$ cat src/rtl/seg7_scan_ctrl_if.sv
// Load/display bundle for seg7_scan_ctrl: host-side data, dp, blank and load strobe, plus
// the pending/frame status and the board-facing anode/segment pins. Optional SEG7_DIM_EN adds bright_i.
interface seg7_scan_ctrl_if #(
  parameter int unsigned NUM_DIGITS = 8
);
  logic [4*NUM_DIGITS-1:0] data_i;
  logic [NUM_DIGITS-1:0]   dp_i;
  logic [NUM_DIGITS-1:0]   blank_i;
  logic                    load_i;
`ifdef SEG7_DIM_EN
  logic [3:0]              bright_i;
`endif
  logic                    pending_o;
  logic                    frame_o;
  logic [NUM_DIGITS-1:0]   disp_an_o;
  logic [7:0]              disp_seg_o;

  modport master (
`ifdef SEG7_DIM_EN
    output bright_i,
`endif
    output data_i,
    output dp_i,
    output blank_i,
    output load_i,
    input  pending_o,
    input  frame_o,
    input  disp_an_o,
    input  disp_seg_o
  );

  modport slave (
`ifdef SEG7_DIM_EN
    input  bright_i,
`endif
    input  data_i,
    input  dp_i,
    input  blank_i,
    input  load_i,
    output pending_o,
    output frame_o,
    output disp_an_o,
    output disp_seg_o
  );
endinterface

$ cat src/rtl/seg7_scan_ctrl.sv
// Time-multiplexed common-anode 7-segment scanner with a double-buffered, frame-aligned load.
// Define SEG7_DIM_EN to add per-slot PWM dimming driven by bus.bright_i.
module seg7_scan_ctrl #(
  parameter int unsigned NUM_DIGITS = 8,
  parameter int unsigned CLK_DIV    = 100000
) (
  input logic              clk,
  input logic              rst,
  seg7_scan_ctrl_if.slave  bus
);

  localparam int unsigned IdxW = (NUM_DIGITS > 1) ? $clog2(NUM_DIGITS) : 1;
  localparam int unsigned DivW = (CLK_DIV > 1) ? $clog2(CLK_DIV) : 1;
  localparam logic [IdxW-1:0] LastIdx = IdxW'(NUM_DIGITS - 1);
  localparam logic [DivW-1:0] LastDiv = DivW'(CLK_DIV - 1);

  // Segment pattern for a hex nibble, active-low {dp,g..a} with dp off.
  function automatic logic [7:0] hex_to_seg(input logic [3:0] nib);
    logic [7:0] seg;
    unique case (nib)
      4'h0: seg = 8'hC0;
      4'h1: seg = 8'hF9;
      4'h2: seg = 8'hA4;
      4'h3: seg = 8'hB0;
      4'h4: seg = 8'h99;
      4'h5: seg = 8'h92;
      4'h6: seg = 8'h82;
      4'h7: seg = 8'hF8;
      4'h8: seg = 8'h80;
      4'h9: seg = 8'h90;
      4'hA: seg = 8'h88;
      4'hB: seg = 8'h83;
      4'hC: seg = 8'hC6;
      4'hD: seg = 8'hA1;
      4'hE: seg = 8'h86;
      4'hF: seg = 8'h8E;
    endcase
    return seg;
  endfunction

  logic [DivW-1:0]         div_q, div_d;
  logic [IdxW-1:0]         idx_q, idx_d;
  logic [4*NUM_DIGITS-1:0] disp_data_q, disp_data_d, pend_data_q, pend_data_d;
  logic [NUM_DIGITS-1:0]   disp_dp_q, disp_dp_d, pend_dp_q, pend_dp_d;
  logic [NUM_DIGITS-1:0]   disp_blank_q, disp_blank_d, pend_blank_q, pend_blank_d;
  logic                    pending_q, pending_d;
  logic                    frame_q, frame_d;
  logic [NUM_DIGITS-1:0]   an_q, an_d;
  logic [7:0]              seg_q, seg_d;

  logic                    tick, boundary, commit;
  logic [3:0]              nib;
  logic [NUM_DIGITS-1:0]   slot_an;
  logic [7:0]              slot_seg;

`ifdef SEG7_DIM_EN
  logic [3:0]              bright_q, bright_d;
  logic [NUM_DIGITS-1:0]   slot_an_q, slot_an_d;
  logic [7:0]              slot_seg_q, slot_seg_d;
  logic [31:0]             on_limit;
  logic                    lit;
`endif

  always_comb begin
    tick     = (div_q == LastDiv);
    boundary = tick && (idx_q == LastIdx);
    commit   = boundary && pending_q;

    div_d = tick ? '0 : div_q + DivW'(1);
    idx_d = idx_q;
    if (tick) begin
      idx_d = (idx_q == LastIdx) ? '0 : idx_q + IdxW'(1);
    end

    // Commit happens on the same edge that starts digit 0, so decode reads the bypassed value.
    disp_data_d  = commit ? pend_data_q  : disp_data_q;
    disp_dp_d    = commit ? pend_dp_q    : disp_dp_q;
    disp_blank_d = commit ? pend_blank_q : disp_blank_q;

    pend_data_d  = bus.load_i ? bus.data_i  : pend_data_q;
    pend_dp_d    = bus.load_i ? bus.dp_i    : pend_dp_q;
    pend_blank_d = bus.load_i ? bus.blank_i : pend_blank_q;
    pending_d    = bus.load_i | (pending_q & ~commit);

    frame_d = boundary;

    nib         = disp_data_d[{idx_d, 2'b00} +: 4];
    slot_seg    = hex_to_seg(nib);
    slot_seg[7] = ~disp_dp_d[idx_d];
    slot_an     = ~({{(NUM_DIGITS-1){1'b0}}, 1'b1} << idx_d);
    if (disp_blank_d[idx_d]) begin
      slot_an  = '1;
      slot_seg = 8'hFF;
    end

`ifdef SEG7_DIM_EN
    bright_d   = tick ? bus.bright_i : bright_q;
    slot_an_d  = tick ? slot_an  : slot_an_q;
    slot_seg_d = tick ? slot_seg : slot_seg_q;
    on_limit   = ((32'(bright_d) + 32'd1) * CLK_DIV) >> 4;
    lit        = (32'(div_d) < on_limit);
    an_d       = lit ? slot_an_d  : '1;
    seg_d      = lit ? slot_seg_d : 8'hFF;
`else
    an_d  = tick ? slot_an  : an_q;
    seg_d = tick ? slot_seg : seg_q;
`endif
  end

  always_ff @(posedge clk or posedge rst) begin
    if (rst) begin
      div_q        <= '0;
      idx_q        <= LastIdx;
      disp_data_q  <= '0;
      disp_dp_q    <= '0;
      disp_blank_q <= '0;
      pend_data_q  <= '0;
      pend_dp_q    <= '0;
      pend_blank_q <= '0;
      pending_q    <= 1'b0;
      frame_q      <= 1'b0;
      an_q         <= '1;
      seg_q        <= 8'hFF;
    end else begin
      div_q        <= div_d;
      idx_q        <= idx_d;
      disp_data_q  <= disp_data_d;
      disp_dp_q    <= disp_dp_d;
      disp_blank_q <= disp_blank_d;
      pend_data_q  <= pend_data_d;
      pend_dp_q    <= pend_dp_d;
      pend_blank_q <= pend_blank_d;
      pending_q    <= pending_d;
      frame_q      <= frame_d;
      an_q         <= an_d;
      seg_q        <= seg_d;
    end
  end

`ifdef SEG7_DIM_EN
  always_ff @(posedge clk or posedge rst) begin
    if (rst) begin
      bright_q   <= '0;
      slot_an_q  <= '1;
      slot_seg_q <= 8'hFF;
    end else begin
      bright_q   <= bright_d;
      slot_an_q  <= slot_an_d;
      slot_seg_q <= slot_seg_d;
    end
  end
`endif

  assign bus.pending_o  = pending_q;
  assign bus.frame_o    = frame_q;
  assign bus.disp_an_o  = an_q;
  assign bus.disp_seg_o = seg_q;

endmodule

$ cat src/flat_wrapper.sv
// flat-port wrapper written by rule: the top's interface ports become plain ports
module seg7_scan_ctrl_flat 
#(
  parameter int unsigned NUM_DIGITS = 8,
  parameter int unsigned CLK_DIV    = 100000
)
  (clk, rst, bus_data_i, bus_dp_i, bus_blank_i, bus_load_i, bus_pending_o, bus_frame_o, bus_disp_an_o, bus_disp_seg_o);
  seg7_scan_ctrl_if #(.NUM_DIGITS(NUM_DIGITS)) bus_i ();
  input logic clk;
  input logic rst;
  input wire logic [$bits(bus_i.data_i)-1:0] bus_data_i;
  input wire logic [$bits(bus_i.dp_i)-1:0] bus_dp_i;
  input wire logic [$bits(bus_i.blank_i)-1:0] bus_blank_i;
  input wire logic [$bits(bus_i.load_i)-1:0] bus_load_i;
  output wire logic [$bits(bus_i.pending_o)-1:0] bus_pending_o;
  output wire logic [$bits(bus_i.frame_o)-1:0] bus_frame_o;
  output wire logic [$bits(bus_i.disp_an_o)-1:0] bus_disp_an_o;
  output wire logic [$bits(bus_i.disp_seg_o)-1:0] bus_disp_seg_o;
  assign bus_i.data_i = bus_data_i;
  assign bus_i.dp_i = bus_dp_i;
  assign bus_i.blank_i = bus_blank_i;
  assign bus_i.load_i = bus_load_i;
  assign bus_pending_o = bus_i.pending_o;
  assign bus_frame_o = bus_i.frame_o;
  assign bus_disp_an_o = bus_i.disp_an_o;
  assign bus_disp_seg_o = bus_i.disp_seg_o;
  seg7_scan_ctrl #(.NUM_DIGITS(NUM_DIGITS), .CLK_DIV(CLK_DIV)) u_core (.clk(clk), .rst(rst), .bus(bus_i));
endmodule
$ cat config.mk
export PLATFORM = sky130hd
export DESIGN_NAME = seg7_scan_ctrl_flat
export DESIGN_NICKNAME = d
export VERILOG_FILES = /design/src/rtl/seg7_scan_ctrl_if.sv /design/src/rtl/seg7_scan_ctrl.sv /design/src/flat_wrapper.sv
export SDC_FILE = /design/constraint.sdc
export NUM_CORES = 1
export LEC_CHECK = 0
export ABC_AREA = 1
export BUFFER_PORTS_ARGS = -buffer_cell sky130_fd_sc_hd__buf_2
export CORE_MARGIN = 2
export CORE_UTILIZATION = 53
export DETAILED_ROUTE_END_ITERATION = 6
export GPL_TIMING_DRIVEN = 0
export PLACE_DENSITY = 0.86
export SYNTH_ARGS = -nofsm -noshare
export SYNTH_HDL_FRONTEND = slang
export SYNTH_SLANG_ARGS = --single-unit
$ cat constraint.sdc
create_clock -name clk -period 4.7 [get_ports clk]
set_input_delay 0.94 -clock clk [delete_from_list [all_inputs] [get_ports clk]]
set_output_delay 0.94 -clock clk [all_outputs]
set_load 0.1 [all_outputs]
== Yosys cells after proc, flatten, opt, wreduce, memory -nomap -nowiden ==
Memory sizes are Yosys's and may differ from the RTL's.
Cells that the tools add are included.
Word-level totals
  flip-flop bits (word level): 134
  memory bits (read-only): 112
  input port bits: 51
  output and inout port bits: 18
  memories kept: 1
  logic and storage cells: 39
Operators by class
  multiplexer cells: 12
  shifts and indexed selects: 2
  bitwise gates (word level): 5
  reduce and logical (&&, ||, !) cells: 2
  equality and inequality tests: 2
  order comparisons: 1
  $add $sub $neg: 2
Memory list
  (no name shown): words 16, bits a word 7, read ports 1, clocked after Yosys merged registers in 0, wr ports 0, RTL line seg7_scan_ctrl.sv:20  | unique case (nib)
Operators with widths (count)
  $mux 32: 1
  $mux 8: 4
  $shiftx 32x6->4: 1
  $add 17x1->17 const B: 1
  $eq 17x17->1 const B: 1
  $mux 17: 1
  $not 8->8: 1
  $shl 1x3->8 const A: 1
  $bmux 1 s3: 2
  $mux 3: 2
  $lt 3x4->1 const B: 1
  $add 3x1->3 const B: 1
  $eq 3x3->1 const B: 1
  $logic_and 1x1->1: 2
  $mux 1: 2
  $not 1->1: 2
  $and 1x1->1: 1
  $or 1x1->1: 1

== Depth between registers and ports, before layout ==
  depth in word-level cells: 8
  gate-level depth with buffers: 23

== Least setup slack after synthesis ==
OpenSTA, ideal clock, no wires.
  path kind: reg2reg
  start: reg u_core.pending_q (netlist: u_core.bus.pending_o)
  end: reg u_core.seg_q[3] (netlist: u_core.bus.disp_seg_o[3])
  period minus slack after synthesis: 2.842 ns
  required time: 4.628 ns
  library setup time: 0.072 ns
  slack: 1.858 ns
  cell stages (with the launch flop): 19
  data arrival time: 2.770 ns
  cell sequence: dfrtp_1 -> clkbuf_1 -> nand4_2 -> clkbuf_1 -> nand2_1 -> nand2_1 -> nand2_1 -> nand2_1 -> nor2_1 -> nand2_1 -> nand2_1 -> inv_1 -> ha_1 -> nand3_1 -> nand2_1 -> nand2_1 -> nand3_1 -> nand2_1 -> inv_1
Between the ends
  cells in the longest elaborated chain, start to end: 5
Ends and longest elaborated chain
  start, declared: RTL line seg7_scan_ctrl.sv:46  | logic pending_q, pending_d;
  start signal, assigned: RTL line seg7_scan_ctrl.sv:133  | pending_q <= pending_d;
  $logic_and 1x1->1: RTL line seg7_scan_ctrl.sv:67  | commit = boundary && pending_q;
  $mux 32: RTL line seg7_scan_ctrl.sv:76  | disp_data_d = commit ? pend_data_q : disp_data_q;
  net u_core.disp_data_d[1]: RTL line seg7_scan_ctrl.sv:43  | logic [4*NUM_DIGITS-1:0] disp_data_q, disp_data_d, pend_data_q, pend_data_d;
  $shiftx 32x6->4: RTL line seg7_scan_ctrl.sv:87  | nib = disp_data_d[{idx_d, 2'b00} +: 4];
  $mem_v2 16x7
  $mux 8: RTL line seg7_scan_ctrl.sv:91  | if (disp_blank_d[idx_d]) begin
  end signal, assigned: RTL line seg7_scan_ctrl.sv:136  | seg_q <= seg_d;
  end, declared: RTL line seg7_scan_ctrl.sv:49  | logic [7:0] seg_q, seg_d;
The timed path passes the listed nets, and every way through them passes these cells. The select of a mux whose other input is x is not followed.
A chain may end at the register's enable or synchronous reset.

== Worst setup path in the final report ==
  start: reg u_core.div_q[0]
  end: reg u_core.seg_q[3] (netlist: u_core.bus.disp_seg_o[3])
RTL lines
  start, declared: RTL line seg7_scan_ctrl.sv:41  | logic [DivW-1:0] div_q, div_d;
  start signal, assigned: RTL line seg7_scan_ctrl.sv:125  | div_q <= div_d;
  $eq 17x17->1 (*): RTL line seg7_scan_ctrl.sv:65  | tick = (div_q == LastDiv);
  $mux 3 (*): RTL line seg7_scan_ctrl.sv:71  | if (tick) begin
  net u_core.idx_d[2]: RTL line seg7_scan_ctrl.sv:42  | logic [IdxW-1:0] idx_q, idx_d;
  $shiftx 32x6->4 or $bmux 1 s3 (tied branches): RTL line seg7_scan_ctrl.sv:87, seg7_scan_ctrl.sv:91
  $mem_v2 16x7 or $mux 1 (tied branches)
  $mux 8 (*): RTL line seg7_scan_ctrl.sv:91
The timed path passes the listed nets; every way through them passes the cells marked *. The select of a mux whose other input is x is not followed.

==> impl_metrics.tcl <==
set metrics [dict create \
    final_area_mm2 0.00746 \
    clk_pin_slew_ns 0.06 \
    cp_data_arrival_time_ns 3.65 \
    grt_pass1_wl_mm 24.8 \
    slew_headroom 0.649 \
    cp-start-kind "register" \
    drive_above_1_share 0.191 \
    num_rows 39 \
    diodes 0 \
    viasPerCell 5.19 \
    synthCells 790 \
    placed_area_mm2 0.00690 \
    cts.repair.resized 0 \
    cts_max_path_buffers 2 \
    grt_pass1_vias 5278 \
    setup_viol 0 \
    crit_path_end_kind "register" \
    detail-route-antenna-nets 0 \
    vdd_drop_max_mv 0.365 \
    fp.dieH_um 113 \
    htreeDepth 4 \
    layout_min_cycle_time_ns 3.29 \
    synth_area_per_cell_um2 8.03 \
    synth_commonest_cells "283 x nand2_1, 115 x dfrtp_1, 101 x inv_1, 56 x nor2_1, 53 x o21ai_0" \
    synth_top_cell_area_share 0.454 \
    dp_hpwl_mm 10.3 \
    hold_buffers 0 \
    synthArstFlopShare 1.00 \
    num_vias 5363 \
    nNetsFinal 938 \
    finalHoldViolCount 0 \
    io-pin-count 69 \
    post-synth-top-count-cell "nand2_1" \
    routed_wl_mm 14.7 \
    synthFlopType "dfrtp_1" \
    routedLengthMet1_mm 6.31 \
    die_w_um 113 \
    post_cts_buffers 0 \
    ys_types 41 \
    power.density_mw_per_mm2 344 \
    synth_top_area_cell "dfrtp_1" \
    io_buffers 68 \
    hold_depth 2 \
    cts_buffers 17 \
    syn_nets 850 \
    detailroute.wirelength.met3_um 816 \
    fin_util 0.645 \
    fmax_mhz 304 \
    clk_latency_ns 0.42 \
    overflow 0 \
    reg2reg_depth 19 \
    hold_path.class "register to register" \
    drc 0 \
    criticalPathCategory "register to register" \
    synth-edff-count 0 \
    setup_tns_ns 0 \
    cts_num_sinks 134 \
    report.final.slew_viol_count 0 \
    cp_max_fo 10 \
    start_util 0.549 \
    ys_ff_latch 134 \
    cts_tree "yes" \
    root_buffer "clkbuf_16" \
    antenna_found_initial 0 \
    power_leakage_uw 0.00413 \
    worst_slew_pin_slew_ns 0.527 \
    status "completed" \
    final.fill_count 947 \
    critPathRequiredTime_ns 5.06 \
    grt_use_total 0.246 \
    netlist_top_cells_area "dfrtp_1 45%, nand2_1 17%, dfstp_2 7.9%, inv_1 6.0%, o21ai_0 4.2%" \
    ys_warn_count 0 \
    drt_iter0_drc 401 \
    core-area_mm2 0.0116 \
    rsz0062_at_grt "false" \
    seq_area_frac_synth 0.532 \
    place_congestion 0.902 \
    final.setup_skew_ns 0.00872 \
    die-area_mm2 0.0129 \
    maxCapViolCount 0 \
    period_share 0.700 \
    wl_per_cell_um 14.2 \
    grt_start_max_net_pins 107 \
    synth_area_mm2 0.00634 \
    synthToLayoutAreaGrowth_pct 17.6 \
    dr_wl_met2_mm 7.23 \
    top_layer "met4" \
    first_pass_iters 5 \
]
[state kept, by name, summed over array words and instances (netlist names), 8 cells and up]
signal                 flops
u_core.bus.disp_an_o       8
u_core.div_q              17
u_core.disp_dp_q           8
u_core.disp_blank_q        8
u_core.bus.disp_seg_o      8
u_core.pend_blank_q        8
u_core.pend_data_q        32
u_core.pend_dp_q           8
u_core.disp_data_q        32
[worst paths after layout]
kind | start | end | slack [ns]
worst max register to register | u_core.div_q[0]$_DFF_PP0_ | u_core.bus.disp_seg_o[3]$_DFFE_PP1N_ | 1.41
max in group asynchronous | rst | u_core.bus.disp_an_o[5]$_DFFE_PP1N_ | 3.41
worst min-delay path | u_core.pend_dp_q[1]$_DFFE_PP0P_ | u_core.pend_dp_q[1]$_DFFE_PP0P_ | 0.47
worst max-delay path | u_core.div_q[0]$_DFF_PP0_ | u_core.bus.disp_seg_o[3]$_DFFE_PP1N_ | 1.41
worst min register to register | u_core.pend_dp_q[1]$_DFFE_PP0P_ | u_core.pend_dp_q[1]$_DFFE_PP0P_ | 0.47
min in group asynchronous | rst | u_core.pend_data_q[21]$_DFFE_PP0P_ | 0.48
[layer usage]
| metal | global-route usage | up-vias |
|---|---|---|
| met5 | 0 | - |
| met4 | 0.0886 | 0 |
| met3 | 0.0569 | 30 |
| met2 | 0.408 | 184 |
| met1 | 0.320 | 2528 |
| li1 | - | 2621 |
[layout make-up]
type                       count  area [um^2]  area share
buffer                        25          113      0.0151
clock buffer                  19          443      0.0594
clock inverter                13          123      0.0164
inverter                     110          422      0.0565
multi-input combinational    521         2440       0.327
sequential                   134         3380       0.453
tap                          143          179      0.0240
timing repair buffer          69          368      0.0493
[critical path, stage by stage, from the launching register on]
cell	delay [ns]
dfrtp_1	0.40
ha_1	0.20
nand2_1	0.09
nor2_4	0.17
nand3_2	0.12
nor2_4	0.25
nor2_1	0.09
nor2_2	0.41
inv_2	0.22
a21oi_1	0.19
nand2_1	0.08
nand2_1	0.23
inv_1	0.14
ha_1	0.23
nand3_1	0.13
nand2_1	0.07
nand2_1	0.05
nand3_1	0.06
nand2_1	0.07
inv_1	0.04
[power by group]
| part | internal [uW] | switching, uW | total [uW] |
|---|---|---|---|
| clock network | 745 | 509 | 1250 |
| registers | 1190 | 19.0 | 1210 |
| logic | 35.3 | 67.3 | 103 |
| total | 1970 | 595 | 2570 |
[cells by family (layout without fill, tap and decap cells)]
| family | count (synthesis) | in the layout | share of synthesized area |
|---|---|---|---|
| xor gates and xnor gates | 2 | 2 | 0.00276 |
| AOI/OAI and AO/OA | 85 | 85 | 0.0714 |
| buffers and inverters | 135 | 236 | 0.0834 |
| adders and majority gates | 9 | 9 | 0.0177 |
| DFF | 134 | 134 | 0.532 |
| and+or+nand+nor | 425 | 425 | 0.292 |
[placed cells by master, fill, tap and decap left out, drive strengths merged]
cell type  synthesis  final
and3               1      1
nor3               2      2
clkbuf            17     36
and2               1      1
o211ai             1      1
a31oi              4      4
clkinv             1      7
ha                 9      9
nand4             14     14
dfstp             19     19
a21oi             10     10
bufinv             0      1
nor2              70     70
a21boi             1      1
a221oi             1      1
nand2            293    293
dfrtp            115    115
xor2               2      2
buf                8     77
inv              109    112
nand3             39     39
or2                3      3
clkinvlp           0      3
nand3b             1      1
o32ai              2      2
o22ai              3      3
o21bai             1      1
nor3b              1      1
o21ai             62     62
[metrics by stage]
stage | hold WS (ns) | total power (uW) | setup WS [ns] | std cells
global placement | 0.452 | 1330 | -1.15 | 1001
detailed placement | 0.459 | 1330 | 1.53 | 1002
global route | 0.488 | 2660 | 1.20 | 1034
finish | 0.472 | 2570 | 1.41 | 1034
floorplan | 0.433 | 1280 | 0.209 | 790
CTS | 0.473 | 2590 | 1.48 | 1034
Note: power is estimated with default switching activity, not from simulation.
